## config.mk

```make
export PLATFORM = sky130hd
export DESIGN_NAME = seven_segment_scanner
export DESIGN_NICKNAME = d
export VERILOG_FILES = /design/src/rtl/seven_segment_scanner.sv
export SDC_FILE = /design/constraint.sdc
export NUM_CORES = 1
export LEC_CHECK = 0
export CAP_MARGIN = 20
export CORE_ASPECT_RATIO = 0.75
export CORE_MARGIN = 2
export CORE_UTILIZATION = 45
export DETAILED_ROUTE_END_ITERATION = 10
export MAX_ROUTING_LAYER = met4
export PLACE_DENSITY = 0.7
export SYNTH_ARGS = -nofsm -noshare
export SYNTH_HDL_FRONTEND = slang
export SYNTH_SLANG_ARGS = --single-unit
```

## constraint.sdc

```tcl
create_clock -name clk -period 4.1 [get_ports clk]
set_input_delay 0.82 -clock clk [delete_from_list [all_inputs] [get_ports clk]]
set_output_delay 0.82 -clock clk [all_outputs]
set_load 0.03 [all_outputs]
```

## src/rtl/seven_segment_scanner.sv

```systemverilog
// Multiplexed seven-segment driver: hex decode, leading-zero suppression, per-digit
// blanking and PWM brightness, with frame-synchronous double-buffered updates.
module seven_segment_scanner #(
    parameter int NUM_DIGITS = 4,
    parameter int CLK_DIV    = 100000,
    parameter int DUTY_WIDTH = 4
) (
    input  logic                    clk,
    input  logic                    reset,
    input  logic [4*NUM_DIGITS-1:0] digit_data,
    input  logic [NUM_DIGITS-1:0]   dp,
    input  logic [NUM_DIGITS-1:0]   blank,
    input  logic                    lzs_en,
    input  logic [DUTY_WIDTH-1:0]   brightness,
    input  logic                    load,
    output logic [NUM_DIGITS-1:0]   anodes,
    output logic [6:0]              cathodes,
    output logic                    dp_n,
    output logic                    frame_done
);

    localparam int PRESC_W = $clog2(CLK_DIV);
    localparam int IDX_W   = $clog2(NUM_DIGITS);
    localparam int DATA_W  = 4 * NUM_DIGITS;

    typedef struct packed {
        logic [DATA_W-1:0]     data;
        logic [NUM_DIGITS-1:0] dp;
        logic [NUM_DIGITS-1:0] blank;
        logic                  lzs_en;
        logic [DUTY_WIDTH-1:0] bright;
    } cfg_t;

    function automatic logic [6:0] hex7(input logic [3:0] nib);
        logic [6:0] seg;
        case (nib)
            4'h0: seg = 7'h01;
            4'h1: seg = 7'h4F;
            4'h2: seg = 7'h12;
            4'h3: seg = 7'h06;
            4'h4: seg = 7'h4C;
            4'h5: seg = 7'h24;
            4'h6: seg = 7'h20;
            4'h7: seg = 7'h0F;
            4'h8: seg = 7'h00;
            4'h9: seg = 7'h04;
            4'hA: seg = 7'h08;
            4'hB: seg = 7'h60;
            4'hC: seg = 7'h31;
            4'hD: seg = 7'h42;
            4'hE: seg = 7'h30;
            default: seg = 7'h38;
        endcase
        return seg;
    endfunction

    logic [PRESC_W-1:0]    presc_p0;
    logic [IDX_W-1:0]      idx_p0;
    logic [DUTY_WIDTH-1:0] pwm_cnt_p0;
    cfg_t                  pend_p0;
    logic                  pend_vld_p0;
    cfg_t                  act_p0;
    cfg_t                  load_cfg;

    logic [NUM_DIGITS-1:0] anodes_p1;
    logic [6:0]            cathodes_p1;
    logic                  dp_n_p1;
    logic                  frame_done_p1;

    logic                  slot_end;
    logic                  frame_end;
    logic [3:0]            nib;
    logic                  all_zero;
    logic                  suppress;
    logic                  pwm_on;
    logic [NUM_DIGITS-1:0] anodes_d;
    logic [6:0]            cathodes_d;
    logic                  dp_n_d;

    assign load_cfg  = '{data: digit_data, dp: dp, blank: blank, lzs_en: lzs_en, bright: brightness};
    assign slot_end  = (presc_p0 == PRESC_W'(CLK_DIV - 1));
    assign frame_end = slot_end && (idx_p0 == IDX_W'(NUM_DIGITS - 1));

    // Stage p0 -> p1: decode the current slot from the active register only
    always_comb begin
        nib        = act_p0.data[{idx_p0, 2'b00} +: 4];
        all_zero   = 1'b1;
        suppress   = 1'b0;
        for (int i = NUM_DIGITS - 1; i >= 1; i--) begin
            all_zero = all_zero & (act_p0.data[4*i +: 4] == 4'h0);
            if (IDX_W'(i) == idx_p0)
                suppress = act_p0.lzs_en & all_zero;
        end
        pwm_on     = (&act_p0.bright) | (pwm_cnt_p0 < act_p0.bright);
        anodes_d   = '1;
        cathodes_d = 7'h7F;
        dp_n_d     = 1'b1;
        if (!act_p0.blank[idx_p0]) begin
            cathodes_d = suppress ? 7'h7F : hex7(nib);
            dp_n_d     = ~act_p0.dp[idx_p0];
            if (pwm_on)
                anodes_d = ~(NUM_DIGITS'(1) << idx_p0);
        end
    end

    always_ff @(posedge clk or posedge reset) begin
        if (reset) begin
            presc_p0      <= '0;
            idx_p0        <= '0;
            pwm_cnt_p0    <= '0;
            pend_p0       <= '0;
            pend_vld_p0   <= 1'b0;
            act_p0        <= '0;
            anodes_p1     <= '1;
            cathodes_p1   <= 7'h7F;
            dp_n_p1       <= 1'b1;
            frame_done_p1 <= 1'b0;
        end else begin
            pwm_cnt_p0 <= pwm_cnt_p0 + DUTY_WIDTH'(1);
            if (slot_end) begin
                presc_p0 <= '0;
                idx_p0   <= frame_end ? '0 : idx_p0 + IDX_W'(1);
            end else begin
                presc_p0 <= presc_p0 + PRESC_W'(1);
            end

            if (load) begin
                pend_p0     <= load_cfg;
                pend_vld_p0 <= 1'b1;
            end
            // A load on the boundary cycle itself bypasses the pending register
            if (frame_end) begin
                if (load)
                    act_p0 <= load_cfg;
                else if (pend_vld_p0)
                    act_p0 <= pend_p0;
                pend_vld_p0 <= 1'b0;
            end

            anodes_p1     <= anodes_d;
            cathodes_p1   <= cathodes_d;
            dp_n_p1       <= dp_n_d;
            frame_done_p1 <= frame_end;
        end
    end

    assign anodes     = anodes_p1;
    assign cathodes   = cathodes_p1;
    assign dp_n       = dp_n_p1;
    assign frame_done = frame_done_p1;

endmodule

```

[Yosys cells after proc, flatten, opt, wreduce, memory -nomap -nowiden]
Memory sizes are Yosys's and may differ from the RTL's.
Cells that the tools add are included.
W data, S select, Z words.
Word-level totals
  bits in registers: 95
  input port bits: 32
  bits in latches: 0
  bits in writable memories: 0
  memories kept: 1
  logic and storage cells: 65
  ROM bits: 112
  output and inout port bits: 13
Operators by class
  shift operators: 2
  multiply operators: 0
  order comparisons: 2
  bitwise logic cells: 8
  reduce and logical (&&, ||, !) cells: 8
  div/mod/pow operators: 0
  equal/unequal tests: 5
  add/subtract/negate cells: 3
  multiplexer cells: 18
Memories
  (no name shown): depth 16, bits a word 7, rd ports 1, clocked after memory_dff 0, write ports 0, line 36  | case (nib)
Operators with widths (count)
  $mux W29: 2
  $add A17 B1 Y17 const B: 1
  $eq A17 B17 Y1 const B: 1
  $mux W17: 1
  $shiftx A16 B5 Y4: 1
  $mux W7: 2
  $logic_not A4 Y1: 3
  $mux W1: 8
  $mux W4: 2
  $and A1 B1 Y1: 5
  $add A4 B1 Y4 const B: 1
  $bmux W1 S2: 2
  $eq A2 B2 Y1 const A: 2
  $lt A4 B4 Y1: 1
  $not A4 Y4: 1
  $reduce_and A4 Y1: 1
  $reduce_bool A2 Y1: 2
  $shl A1 B2 Y4 const A: 1
  $lt A2 B3 Y1 const B: 1
  $add A2 B1 Y2 const B: 1
  $eq A1 B2 Y1 const A: 1
  $eq A2 B2 Y1 const B: 1
  $mux W2: 1
  $reduce_and A2 Y1: 1
  other kinds (3): 3

[Logic depth before layout (Yosys ltp)]
  depth after elaboration: 7
  gate-level depth with buffers: 8
  gate-level depth less buffers: 7

[Worst setup path before layout]
Ideal clock, no wire load.
  path type: input port to flip-flop
  start: input port load
  end: register act_p0[0] in the netlist's numbering
  buffers on the path: 2
  data required time: 3.975 ns
  path slack: 1.833 ns
  stages: 4
  data arrival time: 2.142 ns
  cells stage by stage: clkbuf_1 -> buf_1 -> mux2_2 -> mux2_4
Between the ends
  word-level cells in the longest chain between the ends: 2
  elaborated cells on any way between the ends: 3
  those cells by class: 1 x mux; 2 x reduce/logical
RTL lines
  from (decl): line 15  | input logic load,
  $reduce_bool A2 Y1 (no source line)
  $reduce_and A2 Y1 (no source line)
  to (signal assigned): line 134  | act_p0 <= load_cfg;
  to (signal assigned): line 136  | act_p0 <= pend_p0;
  to (decl): line 62  | cfg_t act_p0;
Several ways; a longest one is shown, not always the timed one.
A chain may end at the register's enable or synchronous reset.

[Final worst setup path]
  start: register presc_p0[13]
  end: register act_p0[13] in the netlist's numbering
Between the ends
  word-level cells in the longest chain between the ends: 3
RTL lines
  from (decl): line 57  | logic [PRESC_W-1:0] presc_p0;
  from (signal assigned): line 124  | presc_p0 <= presc_p0 + PRESC_W'(1);
  $eq A17 B17 Y1: line 81  | assign slot_end = (presc_p0 == PRESC_W'(CLK_DIV - 1));
  $logic_and A1 B1 Y1: line 82  | assign frame_end = slot_end && (idx_p0 == IDX_W'(NUM_DIGITS - 1));
  $reduce_and A2 Y1 (no source line)
Every way passes these cells.

==> flow_summary.json <==
{
  "run_status": "completed",
  "avgViaCountPerCell": 5.10,
  "grt_antenna_before_repair": 0,
  "setup.worst_path.end_class": "flip-flop",
  "synth_cell_type_count": 45,
  "design.die.area_mm2": 0.0103,
  "timing.critical_path.fanout_max": 29,
  "report.final.setup_viol": 0,
  "max_cap_viol_count": 0,
  "fmax_mhz": 404,
  "path_cells": "or4b_4 > nor4_2 > and3_4 > nand3b_4 > mux2_4",
  "worstHoldStart": "pwm_cnt_p0[0]",
  "post_cts_resized": 0,
  "cpLargestDelayFamily": "simple AND/OR/NAND/NOR gates",
  "clkSinkCount": 95,
  "hold_buf_count_cts": 0,
  "start_util": 0.467,
  "port_buffers": 44,
  "clk_tree_root_cell": "clkbuf_16",
  "timing.critical_path.slowest_cell_delay_ns": 0.57,
  "vias": 2542,
  "ys_top_cells_by_area": "dfrtp_1 49%, mux2_2 13%, dfstp_2 7.4%, ha_1 4.4%, mux2_4 3.5%",
  "filler_cell_count": 770,
  "detailedRoute.firstIterationViolations": 105,
  "stdcell_count": 498,
  "timing_hold_violations_final": 0,
  "start_kind": "flip-flop",
  "grt_first_pass_wirelength_um": 12700,
  "slew_headroom": 0.573,
  "dpl.hpwl_um": 5220,
  "clkTransAtPathRegs_ns": 0.06,
  "clk_latency_ns": 0.34,
  "core_area_mm2": 0.00916,
  "startpoint_to_endpoint_class_of_the_critical_path": "reg2reg",
  "synth-seq-cells": 95,
  "fin_skew_ns": 0.00939,
  "detail_route.first_pass.iterations": 4,
  "io_pins": 45,
  "ctsLongestPathBuffers": 2,
  "whs_path_depth": 1,
  "fin_tns_setup_ns": 0,
  "r2r_end": "act_p0[13]",
  "grt_setup_unrepaired": "false",
  "required_ns": 4.32,
  "antenna_left": 0,
  "die_height_um": 88.4,
  "remaining_drc_errors": 0,
  "min_delay_worst_type": "reg2reg",
  "hold_path_end": "pwm_cnt_p0[0]",
  "p_per_area_mw_per_mm2": 362,
  "worst_ep_arrival_time_ns": 2.70,
  "drive_above_1_share": 0.268,
  "grt_util_all_layers": 0.169,
  "synthesis.area_mm2": 0.00428,
  "yosys.area.top_type_share": 0.486,
  "synth_async_sr_flop_share": 1.00,
  "postSynthCellCount": 318,
  "worstRegToRegCells": 5,
  "synth_enable_flop_cells": 0,
  "postCtsSetupBuffers": 0,
  "finish.net_count": 412,
  "pin_count_of_the_biggest_net_entering_global_routing": 96,
  "grt_overflow": 0,
  "finalCritPeriodShare": 0.604,
  "synth-main-ff-cell": "dfrtp_1",
  "worst_slew_pin_slew_ns": 0.632,
  "worst_path_max_delay_cell": "or4b_4",
  "synth.avg_cell_area_um2": 13.5,
  "ff2ff_setup_slack_ns": 1.63,
  "cts-buffers-inserted": 9,
  "report.final.slew_viol_count": 0,
  "rows": 30,
  "dp.cells": 482,
  "detail_route.wl_per_cell_um": 15.3,
  "grt_pass1_vias": 2640,
  "layout-area-overhead-vs-synth_pct": 20.1,
  "synth_fp_nets": 365,
  "worst_r2r_startpoint": "presc_p0[13]",
  "synth_warnings": 0,
  "route.final.wire_length_um": 7640,
  "gpl.final_weighted_congestion": 0.826,
  "post-route-min-period_ns": 2.47,
  "worstPathBufferInverterCount": 0,
  "tritoncts": "yes",
  "netlist.top_cell.by_area": "dfrtp_1",
  "leakagePower_uw": 0.00230,
  "register_area_mm2": 0.00239,
  "vdd_drop_max_v": 0.000173,
  "yosysSeqAreaShare": 0.559,
  "antenna-diode-count": 0,
  "cts_max_level": 3,
  "multi_input_area_mm2": 0.00178,
  "die_w_um": 117
}
[cell families after synthesis]
logic type / after synthesis / synth area share
flip-flops: 95 / 0.559
AND/OR/NAND/NOR: 74 / 0.0951
multiplexers: 72 / 0.207
AO/OA/AOI/OAI: 22 / 0.0339
buffers and inverters: 22 / 0.0237
XOR/XNOR: 18 / 0.0369
adder cells (fa/ha/maj): 15 / 0.0439
[worst max-delay path by stage]
stage                  from  slack, ns          end  depth (start not counted)
6_report       presc_p0[13]       1.63   act_p0[13]                          5
5_1_grt           idx_p0[0]       1.41  cathodes[4]                          6
4_1_cts        presc_p0[13]       1.62    act_p0[0]                          5
3_5_place_dp           load       1.61   act_p0[13]                          4
3_3_place_gp           load       1.63    act_p0[9]                          4
2_1_floorplan         reset       0.82    act_p0[0]                          1
[worst reg2reg max path, stage by stage (launching register included)]
cell	delay [ns]
dfrtp_1	0.42
or4b_4	0.57
nor4_2	0.15
and3_4	0.33
nand3b_4	0.43
mux2_4	0.46
[stage by stage]
stage	setup slack (ns)	util	hold WS [ns]	instance area [um2]	total power, uW
final	1.63	0.561	0.489	5140	1860
after detailed placement	1.61	0.530	0.483	4850	1090
after CTS	1.62	0.561	0.492	5140	1880
after floorplan	0.823	-	0.435	4280	1040
after global placement	1.63	0.530	0.464	4850	1090
after global routing	1.41	0.561	0.513	5140	1930
[final cells by class]
type | instances | area share
clock buffers | 12 | 0.0499
clock inverters | 4 | 0.00560
inverters | 12 | 0.00901
multi-input cells | 201 | 0.347
flip-flops and latches | 95 | 0.466
well taps | 128 | 0.0312
repair buffers | 46 | 0.0911
[layer usage]
layer	GRT usage	part of all wire	up-vias
met5	-	0	-
met4	0.0567	0.012	0
met3	0.0479	0.035	9
met2	0.249	0.45	40
met1	0.229	0.51	1275
li1	-	-	1218
[state kept, by name (all words and copies together) (netlist names)]
| signal | cells |
|---|---|
| cathodes | 7 |
| pend_vld_p0 | 1 |
| frame_done | 1 |
| presc_p0 | 17 |
| pwm_cnt_p0 | 4 |
| anodes | 4 |
| idx_p0 | 2 |
| act_p0 | 29 |
| dp_n | 1 |
| pend_p0 | 29 |
[placed cells by master (no fill, tap or decap), types with 2 or more instances in the layout]
master / n
and2_1: 2
mux2_2: 50
clkbuf_16: 9
nand2_1: 17
inv_1: 11
dfstp_2: 12
mux4_2: 4
nand2b_1: 3
a21oi_1: 5
nand3_1: 9
nor3_1: 4
a41oi_1: 2
clkbuf_8: 2
clkdlybuf4s50_1: 44
or4_1: 2
o21ai_0: 6
nor2_1: 18
xnor2_1: 9
xor2_1: 9
dfrtp_1: 83
mux2_4: 10
o221ai_1: 2
clkinvlp_4: 2
nand4_1: 3
mux2i_1: 7
o311ai_0: 3
nor3b_1: 4
clkinv_2: 2
ha_1: 15
[power by group]
group	total [uW]	switching, uW	internal [uW]
clock network	789	343	445
registers	973	6.74	966
logic	96.3	41.6	54.7
[synthesized netlist by cell type (5+ instances only)]
cell type,number
nor2_1,18
xnor2_1,9
nand2_1,17
inv_1,12
dfrtp_1,83
a21oi_1,5
o21ai_0,6
mux2_4,10
mux2_2,50
ha_1,15
mux2i_1,7
nand3_1,9
dfstp_2,12
xor2_1,9
(Power assumes the default switching activity.)
